### src/rtl/mult_seq_su.sv
// Iterative signed/unsigned shift-add multiplier, WIDTH x WIDTH -> 2*WIDTH, valid/ready on both sides.
// Optional MULT_SEQ_ZERO_SKIP_EN: zero operands go straight to DONE with prod=0.
module mult_seq_su #(
   parameter int unsigned WIDTH = 4
) (
   input  logic                 clk,
   input  logic                 rst_n,
   input  logic                 in_valid,
   output logic                 in_ready,
   input  logic                 is_signed,
   input  logic [WIDTH-1:0]     x,
   input  logic [WIDTH-1:0]     y,
   output logic                 out_valid,
   input  logic                 out_ready,
   output logic [2*WIDTH-1:0]   prod
);

   localparam int unsigned CW = $clog2(WIDTH);

   typedef enum logic [1:0] {IDLE, CALC, FIX, DONE} state_t;

   state_t               state_q, state_d;
   logic                 neg_q, neg_d;
   logic [WIDTH-1:0]     mag_x_q, mag_x_d;
   logic [WIDTH-1:0]     mag_y_q, mag_y_d;
   logic [CW-1:0]        cnt_q, cnt_d;
   logic [2*WIDTH-1:0]   acc_q, acc_d;
   logic [2*WIDTH-1:0]   prod_q, prod_d;
   logic [2*WIDTH-1:0]   partial;

   assign in_ready  = (state_q == IDLE);
   assign out_valid = (state_q == DONE);
   assign prod      = prod_q;

   always_comb begin
      state_d = state_q;
      neg_d   = neg_q;
      mag_x_d = mag_x_q;
      mag_y_d = mag_y_q;
      cnt_d   = cnt_q;
      acc_d   = acc_q;
      prod_d  = prod_q;
      partial = mag_y_q[cnt_q] ? ({{WIDTH{1'b0}}, mag_x_q} << cnt_q) : '0;

      case (state_q)
         IDLE: begin
            if (in_valid) begin
               neg_d   = is_signed & (x[WIDTH-1] ^ y[WIDTH-1]);
               // Two's-complement negate of the most-negative value yields 2^(W-1), exact as unsigned.
               mag_x_d = (is_signed && x[WIDTH-1]) ? (~x + WIDTH'(1)) : x;
               mag_y_d = (is_signed && y[WIDTH-1]) ? (~y + WIDTH'(1)) : y;
               acc_d   = '0;
               cnt_d   = '0;
               state_d = CALC;
`ifdef MULT_SEQ_ZERO_SKIP_EN
               if (x == '0 || y == '0) begin
                  prod_d  = '0;
                  state_d = DONE;
               end
`endif
            end
         end
         CALC: begin
            acc_d = acc_q + partial;
            cnt_d = cnt_q + CW'(1);
            if (cnt_q == CW'(WIDTH - 1)) begin
               cnt_d   = '0;
               state_d = FIX;
            end
         end
         FIX: begin
            prod_d  = neg_q ? (~acc_q + (2*WIDTH)'(1)) : acc_q;
            state_d = DONE;
         end
         DONE: begin
            if (out_ready) state_d = IDLE;
         end
         default: state_d = IDLE;
      endcase
   end

   always_ff @(posedge clk or negedge rst_n) begin
      if (!rst_n) begin
         state_q <= IDLE;
         neg_q   <= 1'b0;
         mag_x_q <= '0;
         mag_y_q <= '0;
         cnt_q   <= '0;
         acc_q   <= '0;
         prod_q  <= '0;
      end else begin
         state_q <= state_d;
         neg_q   <= neg_d;
         mag_x_q <= mag_x_d;
         mag_y_q <= mag_y_d;
         cnt_q   <= cnt_d;
         acc_q   <= acc_d;
         prod_q  <= prod_d;
      end
   end

endmodule
### config.mk
export PLATFORM = sky130hd
export DESIGN_NAME = mult_seq_su
export DESIGN_NICKNAME = d
export VERILOG_FILES = /design/src/rtl/mult_seq_su.sv
export SDC_FILE = /design/constraint.sdc
export NUM_CORES = 1
export LEC_CHECK = 0
export CAP_MARGIN = 20
export CORE_MARGIN = 2
export CORE_UTILIZATION = 60
export DETAILED_ROUTE_END_ITERATION = 16
export DONT_BUFFER_PORTS = 1
export PLACE_DENSITY = 0.76
export SYNTH_ARGS = -nofsm -noshare
export SYNTH_HDL_FRONTEND = slang
export SYNTH_SLANG_ARGS = --single-unit
### constraint.sdc
create_clock -name clk -period 4.75 [get_ports clk]
set_input_delay 0.7125 -clock clk [delete_from_list [all_inputs] [get_ports clk]]
set_output_delay 0.7125 -clock clk [all_outputs]
set_load 0.02 [all_outputs]
-- Yosys cells after proc, flatten, opt, wreduce, memory -nomap -nowiden
Index checks and enable logic that the tools add are counted.
W data, S select, Z words.
- input port bits: 13
- bits in registers: 29
- reduce and logical (&&, ||, !) cells: 7
- mux-type cells: 15
- add/subtract/negate cells: 5
- bitwise operators: 5
- shift-type cells: 1
- eq/ne operators: 7
- magnitude comparators: 1
- operators with widths (operator ; number):
    $mux W8 ; 3
    $pmux W8 S2 ; 1
    $mux W2 ; 5
    $add A4 B1 Y4 const B ; 2
    $add A8 B1 Y8 const B ; 1
    $add A8 B8 Y8 ; 1
    $mux W4 ; 2
    $not A4 Y4 ; 2
    $not A8 Y8 ; 1
    $pmux W2 S4 ; 1
    $shl A4 B2 Y8 ; 1
    $eq A2 B2 Y1 const B ; 3
    $ne A2 B2 Y1 const B ; 2
    $pmux W2 S2 ; 1
    $reduce_and A2 Y1 ; 2
    $lt A2 B3 Y1 const B ; 1
    $reduce_and A3 Y1 ; 1
    $add A2 B1 Y2 const B ; 1
    $bmux W1 S2 ; 1
    $eq A2 B1 Y1 const B ; 1
    $logic_and A1 B1 Y1 ; 2
    $logic_not A2 Y1 ; 1
    $ne A2 B1 Y1 const B ; 1
    $reduce_bool A2 Y1 ; 1
    other kinds (3) ; 3

-- Depth between registers and ports, before layout
Gate-level depths: netlist of run 1.
- word-level depth: 5
- gate-level depth with buffers: 10
- mapped depth without buffers: 9

-- Worst setup path after synthesis of run 1
Ideal clock, no wire load.
- path type: reg-to-reg
- start point: register cnt_q[0]
- end point: register acc_q[5]
- arrival: 2.120 ns
- required time: 4.623 ns
- period minus slack after synthesis: 2.248 ns
- buffers on the path: 0
- slack: 2.502 ns
- stages on the path, launching flop included: 9
- cell sequence: dfrtp_1 mux4_2 and2_1 ha_1 o21ai_0 o21bai_1 a21oi_1 xor2_1 o21ai_0
- longest elaborated chain between the ends: 5
- elaborated cells on any way between the ends: 6
- RTL lines (element ; RTL line ; text):
    start, declared ; 26 ; logic [CW-1:0] cnt_q, cnt_d;
    start signal, assigned ; 96 ; cnt_q <= cnt_d;
    $bmux W1 S2 ; 43 ; partial = mag_y_q[cnt_q] ? ({{WIDTH{1'b0}}, mag_x_q} << cnt_q) : '0;
    $mux W1 (implied by the code) ; 43 ;
    $mux W8 * ; 43 ;
    $add A8 B8 Y8 * ; 64 ; acc_d = acc_q + partial;
    $pmux W8 S2 * ; 45 ; case (state_q)
    end signal, assigned ; 89 ; acc_q <= '0;
    end signal, assigned ; 97 ; acc_q <= acc_d;
    end, declared ; 27 ; logic [2*WIDTH-1:0] acc_q, acc_d;
Every way passes the cells marked *; elsewhere a longest branch is shown, timed or not. The select of a mux whose other input is x is not followed.
A chain may end at the register's enable or synchronous reset.

-- Worst setup path in the final report of run 1
Same ends and word-level chain as after synthesis.

==> impl_metrics.py, run 1 <==
metrics = {
    "outcome": {
        "status": "complete, no violations",
    },
    "synth": {
        "synth_top_area_share_pct": 39.2,
        "yosys.area_share.simple_pct": 14.5,
        "synth_area_per_cell_sq_um": 9.35,
        "postSynth.asyncResetShare_pct": 100,
        "yosys-top-cells-count": "30 x nand2_1, 29 x dfrtp_1, 27 x o21ai_0",
        "yosysMostFrequentCell": "nand2_1",
        "yosys-top-cells-area": "dfrtp_1 39%, ha_1 10%, o21ai_0 7.3%",
        "synth_xor_area_share_pct": 6.15,
        "synth_top_area_cell": "dfrtp_1",
        "synth_seq_cells": 29,
        "ys_seq_area_share_pct": 39.2,
        "synthDistinctLibCells": 33,
        "synthMuxAreaShare_pct": 7.50,
        "synth_nets": 227,
        "netlist_area_sq_um": 1850,
        "synth_compound_area_share_pct": 18.0,
        "synth_edf_count": 0,
        "syn_inst": 198,
        "ys.flop_type": "dfrtp_1",
        "synth_top_family_by_area": "compound AO/OA/AOI/OAI gates",
        "yosys_warnings": 0,
        "synthAdderAreaFrac_pct": 11.2,
    },
    "cts": {
        "ctsResizeCount": 0,
        "numCtsBuffers": 5,
        "cts_setup_buffers": 0,
        "cts_tree": "done",
        "htreeDepth": 2,
        "hold_buffers": 0,
        "clock-sinks": 29,
        "cts_buffer_depth": 2,
        "clk_latency_ns": 0.34,
        "clock-root-buffer": "clkbuf_4",
        "path_clk_slew_ns": 0.10,
    },
    "worst_hold_path": {
        "worstHoldPathType": "input pin to asynchronous set/reset pin",
    },
    "power_and_ir_drop": {
        "power.leakage_uw": 0.000915,
        "peakVddDrop_mv": 0.271,
        "p_per_area_nw_per_um2": 608,
        "finalPower_uw": 1170,
    },
    "sta": {
        "finalSetupTns_ns": 0,
        "worst_slack_ns": 2.06,
        "min_period_ns": 2.69,
        "fmax_ghz": 0.372,
        "final-max-slew-violation-count": 0,
        "slew_headroom_pct": 41.9,
        "setup_viol": 0,
        "finClkSkew_ns": 0.0130,
        "timing.final.crit_share_pct": 56.6,
        "rsz0062_at_grt": "no",
        "hold_violations": 0,
        "tightest_slew_ns": 0.847,
    },
    "critical_path": {
        "path_common_cell": "o21ai_0",
        "r2r-end": "acc_q[5]",
        "cp-startpoint": "cnt_q[0]",
        "critPathTopFamily": "compound AO/OA/AOI/OAI gates",
        "arrival_ns": 2.91,
        "slowest_delay_ns": 0.61,
        "cp_cell_sequence": "mux4_2 > and2_1 > ha_1 > o21ai_0 > o21bai_1 > a21oi_1 > xor2_1 > o21ai_0",
        "crit_path_end_kind": "register",
        "slowest_stage": "dfrtp_1",
        "criticalPathCategory": "register to register",
        "r2r-start": "cnt_q[0]",
        "cp_num_buf_inv": 0,
        "ff2ff_setup_slack_ns": 2.06,
        "required_ns": 4.97,
        "reg2reg_depth": 8,
        "worstPathMaxFanout": 14,
        "crit_cells": 8,
        "critical_path.endpoint": "acc_q[5]",
        "startpoint_type": "register",
    },
    "final_layout": {
        "fin_area_sq_um": 1920,
        "num-fill-cells": 257,
        "ff_latch_area_sq_um": 726,
        "area.growth.synth_to_final_pct": 3.85,
        "final_nets": 229,
        "diodes": 0,
        "multi_input_area_sq_um": 1060,
        "drive_above_1_share_pct": 7.96,
    },
    "floorplanning": {
        "rows": 20,
        "ioPinCount": 23,
        "fp.dieH_microns": 59.6,
        "start_util_pct": 61.7,
        "design.core.area_sq_um": 3000,
        "die_w_microns": 59.6,
        "fp.dieArea_sq_um": 3550,
    },
    "place": {
        "gp_congestion": 0.848,
        "port_buffers": 0,
        "detailedPlace.worstSlack_ns": 2.09,
        "hpwlAfterDp_mm": 2.73,
        "dpl_cell_area_sq_um": 1870,
    },
    "global_route": {
        "gr-usage-all-layers_pct": 23.6,
        "first_global_vias": 1331,
        "grt_pass1_wl_mm": 6.00,
        "antenna_found_initial": 0,
        "grt_start_max_net_pins": 30,
        "grt_overflow": 0,
    },
    "drt": {
        "vias_per_cell": 5.91,
        "drc_errors": 0,
        "via_count": 1382,
        "wl_mm": 3.61,
        "first_pass_iters": 4,
        "ant_nets": 0,
        "avgRoutedWirePerCell_microns": 15.4,
        "drt-initial-drc-count": 78,
    },
    "flow_run": {
        "maxCapViolations": 0,
    },
}
cell families after synthesis:
logic type,count (synthesis)
fa+ha+maj,16
xor+xnor,13
mux,11
buf+inv,16
flops,29
simple gates,58
compound gates,55
how the worst min path moves through the flow:
stage / startpoint / to / slack [ns] / cells past startpoint
after global routing: rst_n / acc_q[5] / 0.04 / 0
after floorplan: rst_n / acc_q[0] / 0.42 / 0
after CTS: rst_n / acc_q[5] / 0.05 / 0
after detailed placement: rst_n / acc_q[2] / 0.42 / 0
final: rst_n / acc_q[5] / 0.06 / 0
after global placement: rst_n / acc_q[1] / 0.42 / 0
worst register-to-register path, stage by stage, from the launching register on:
cell and delay, ns:
dfrtp_1 0.61, mux4_2 0.57, and2_1 0.16, ha_1 0.32
o21ai_0 0.37, o21bai_1 0.10, a21oi_1 0.20, xor2_1 0.16
o21ai_0 0.09
area by class of cell:
| cell class | instances | share of cell area [%] |
|---|---|---|
| multi-input combinational | 153 | 55.3 |
| sequential | 29 | 37.7 |
| clock buffer | 6 | 2.15 |
| inverter | 11 | 2.15 |
| tap | 33 | 2.15 |
| clock inverter | 2 | 0.520 |
per-layer routing:
metal	global-route usage [%]	wire length (microns)
met3	7.21	137
met2	40.8	1900
met1	26.9	1530
met4	9.52	45
met5	0	0
state kept, by name (all words and copies together) (netlist names):
| register | count |
|---|---|
| acc_q | 8 |
| cnt_q | 2 |
| mag_x_q | 4 |
| mag_y_q | 4 |
| neg_q | 1 |
| prod | 8 |
| state_q | 2 |
through the flow:
stage / instances / hold WS, ns / util [%]
floorplan: 198 / 0.417 / -
global placement: 226 / 0.418 / 62.3
detailed placement: 226 / 0.418 / 62.3
CTS: 234 / 0.0500 / 64.0
global route: 234 / 0.0431 / 64.0
finish: 234 / 0.0554 / 64.0
report_power, final:
group          internal, uW  switching, uW
Sequential              351            171
Clock                  56.2           89.2
Combinational           224            278
layout by cell type (no fill, tap or decap):
master and count:
nor2b_1 1, xor2_1 8, o21bai_1 2, mux2_2 3
o21ai_0 27, ha_1 15, nand2b_1 1, nor4bb_1 1
a22o_2 1, a211oi_1 1, xnor2_1 5, a21o_1 1
nand3b_1 3, clkbuf_4 5, o211ai_1 1, clkbuf_1 1
nor2_1 11, nand3_2 1, nand3_1 3, inv_1 11
nor3_1 1, and2_1 5, dfrtp_1 29, a22o_1 2
mux4_2 2, a211oi_2 1, a21oi_1 14, and4_1 1
fa_1 1, o31ai_1 4, nand2_1 30, clkinv_2 2
mux2i_1 6, o31ai_4 1
Note: power is estimated with default switching activity, not from simulation.
==> inputs of run 2 (changes only) <==
==> constraint.sdc (replaced) <==
create_clock -name clk -period 2.8 [get_ports clk]
set_input_delay 0.42 -clock clk [delete_from_list [all_inputs] [get_ports clk]]
set_output_delay 0.42 -clock clk [all_outputs]
set_load 0.02 [all_outputs]
==> impl_metrics.py, run 2 (same netlist as run 1, synthesis figures left out) <==
metrics = {
    "outcome": {
        "status": "complete, no violations",
    },
    "critical_path": {
        "startpoint_type": "register",
        "worstPathMaxFanout": 4,
        "criticalPathCategory": "register to register",
        "required_ns": 3.02,
        "arrival_ns": 2.61,
        "crit_path_end_kind": "register",
    },
    "drt": {
        "first_pass_iters": 4,
        "ant_nets": 0,
        "drt-initial-drc-count": 44,
        "vias_per_cell": 5.98,
        "via_count": 1418,
        "drc_errors": 0,
        "wl_mm": 3.50,
        "avgRoutedWirePerCell_microns": 14.8,
    },
    "sta": {
        "whs_ns": 0.214,
        "final-max-slew-violation-count": 0,
        "setup_viol": 0,
        "finClkSkew_ns": 0.00932,
        "hold_violations": 0,
        "min_period_ns": 2.39,
        "worst_slack_ns": 0.412,
        "fmax_ghz": 0.419,
        "rsz0062_at_grt": "no",
        "slew_headroom_pct": 47.1,
        "tightest_slew_ns": 0.771,
        "finalSetupTns_ns": 0,
        "timing.final.crit_share_pct": 85.3,
    },
    "final_layout": {
        "layout.cells.non_filler": 237,
        "final_util_pct": 65.4,
        "final_nets": 232,
        "area.growth.synth_to_final_pct": 6.08,
        "final_cell_mix": "30 x nand2_1, 29 x dfrtp_1, 27 x o21ai_0, 15 x ha_1, 14 x a21oi_1",
        "final_common_cell": "nand2_1",
        "drive_above_1_share_pct": 9.31,
        "diodes": 0,
    },
    "floorplanning": {
        "design.core.area_sq_um": 3000,
        "fp.dieH_microns": 59.6,
        "start_util_pct": 61.7,
        "fp.dieArea_sq_um": 3550,
        "ioPinCount": 23,
        "die_w_microns": 59.6,
        "rows": 20,
    },
    "place": {
        "gp_congestion": 0.912,
        "port_buffers": 0,
        "hpwlAfterDp_mm": 2.74,
        "placed_cells": 227,
        "detailedPlace.worstSlack_ns": 0.411,
    },
    "power_and_ir_drop": {
        "power.leakage_uw": 0.000933,
        "peakVddDrop_mv": 0.624,
        "p_per_area_nw_per_um2": 1020,
    },
    "global_route": {
        "first_global_vias": 1412,
        "grt_overflow": 0,
        "gr-usage-all-layers_pct": 23.0,
        "antenna_found_initial": 0,
        "grt_start_max_net_pins": 30,
        "grt_pass1_wl_mm": 5.97,
    },
    "cts": {
        "cts_tree": "done",
        "clock-sinks": 29,
        "htreeDepth": 2,
        "numCtsBuffers": 5,
        "path_clk_slew_ns": 0.10,
        "cts_buffer_depth": 2,
        "clk_latency_ns": 0.34,
        "clock-root-buffer": "clkbuf_4",
    },
    "worst_hold_path": {
        "worstHoldPathType": "input pin to register",
    },
    "flow_run": {
        "maxCapViolations": 0,
    },
}
run 2: worst max-delay path: stages, from the launching register on:
cell      delay [ns]
dfrtp_1         0.45
mux4_2          0.54
and2_1          0.15
ha_1            0.32
o21ai_0         0.30
o21bai_1        0.10
a21oi_1         0.18
xor2_1          0.15
o21ai_0         0.08
run 2: what timing repair did:
item                      CTS  global route
setup buffers               0             0
hold endpoints to repair   29             0
resized for setup           0             0
hold buffers                2             0
run 2: routing by layer:
layer / up-vias / global-route usage, % / wire length, microns
met5: - / 0 / 0
met4: 0 / 12.1 / 123
met3: 12 / 6.11 / 142
met2: 33 / 39.9 / 1830
met1: 660 / 25.6 / 1410
li1: 713 / - / -
run 2: power by group:
| part | internal, uW | switching, uW | total, uW |
|---|---|---|---|
| registers | 595 | 278 | 873 |
| logic | 392 | 489 | 881 |
| clock network | 94.4 | 153 | 247 |
run 2: path summary, 6_finish.rpt:
kind / cells past startpoint / from / slack (ns) / to
setup / recovery: 8 / cnt_q[0] / 0.41 / acc_q[5]
hold / removal: 2 / is_signed / 0.21 / neg_q
setup reg to reg: 8 / cnt_q[0] / 0.41 / acc_q[5]
hold reg to reg: 2 / mag_y_q[2] / 0.54 / mag_y_q[2]
max in group asynchronous: 2 / rst_n / 2.12 / mag_x_q[2]
min in group asynchronous: 2 / rst_n / 0.52 / acc_q[5]
run 2: metrics by stage:
stage	area, sq um	total power [uW]
floorplan	1850	1540
global placement	1880	1690
detailed placement	1880	1760
CTS	1960	2020
global route	1960	2180
finish	1960	2000
run 2: final cells by class:
type	count	area [sq um]
inverter	11	41.3
clock buffer	5	37.5
fill	256	1040
timing repair buffer	3	37.5
clock inverter	3	17.5
multi-input combinational	153	1060
sequential	29	726
tap	33	41.3
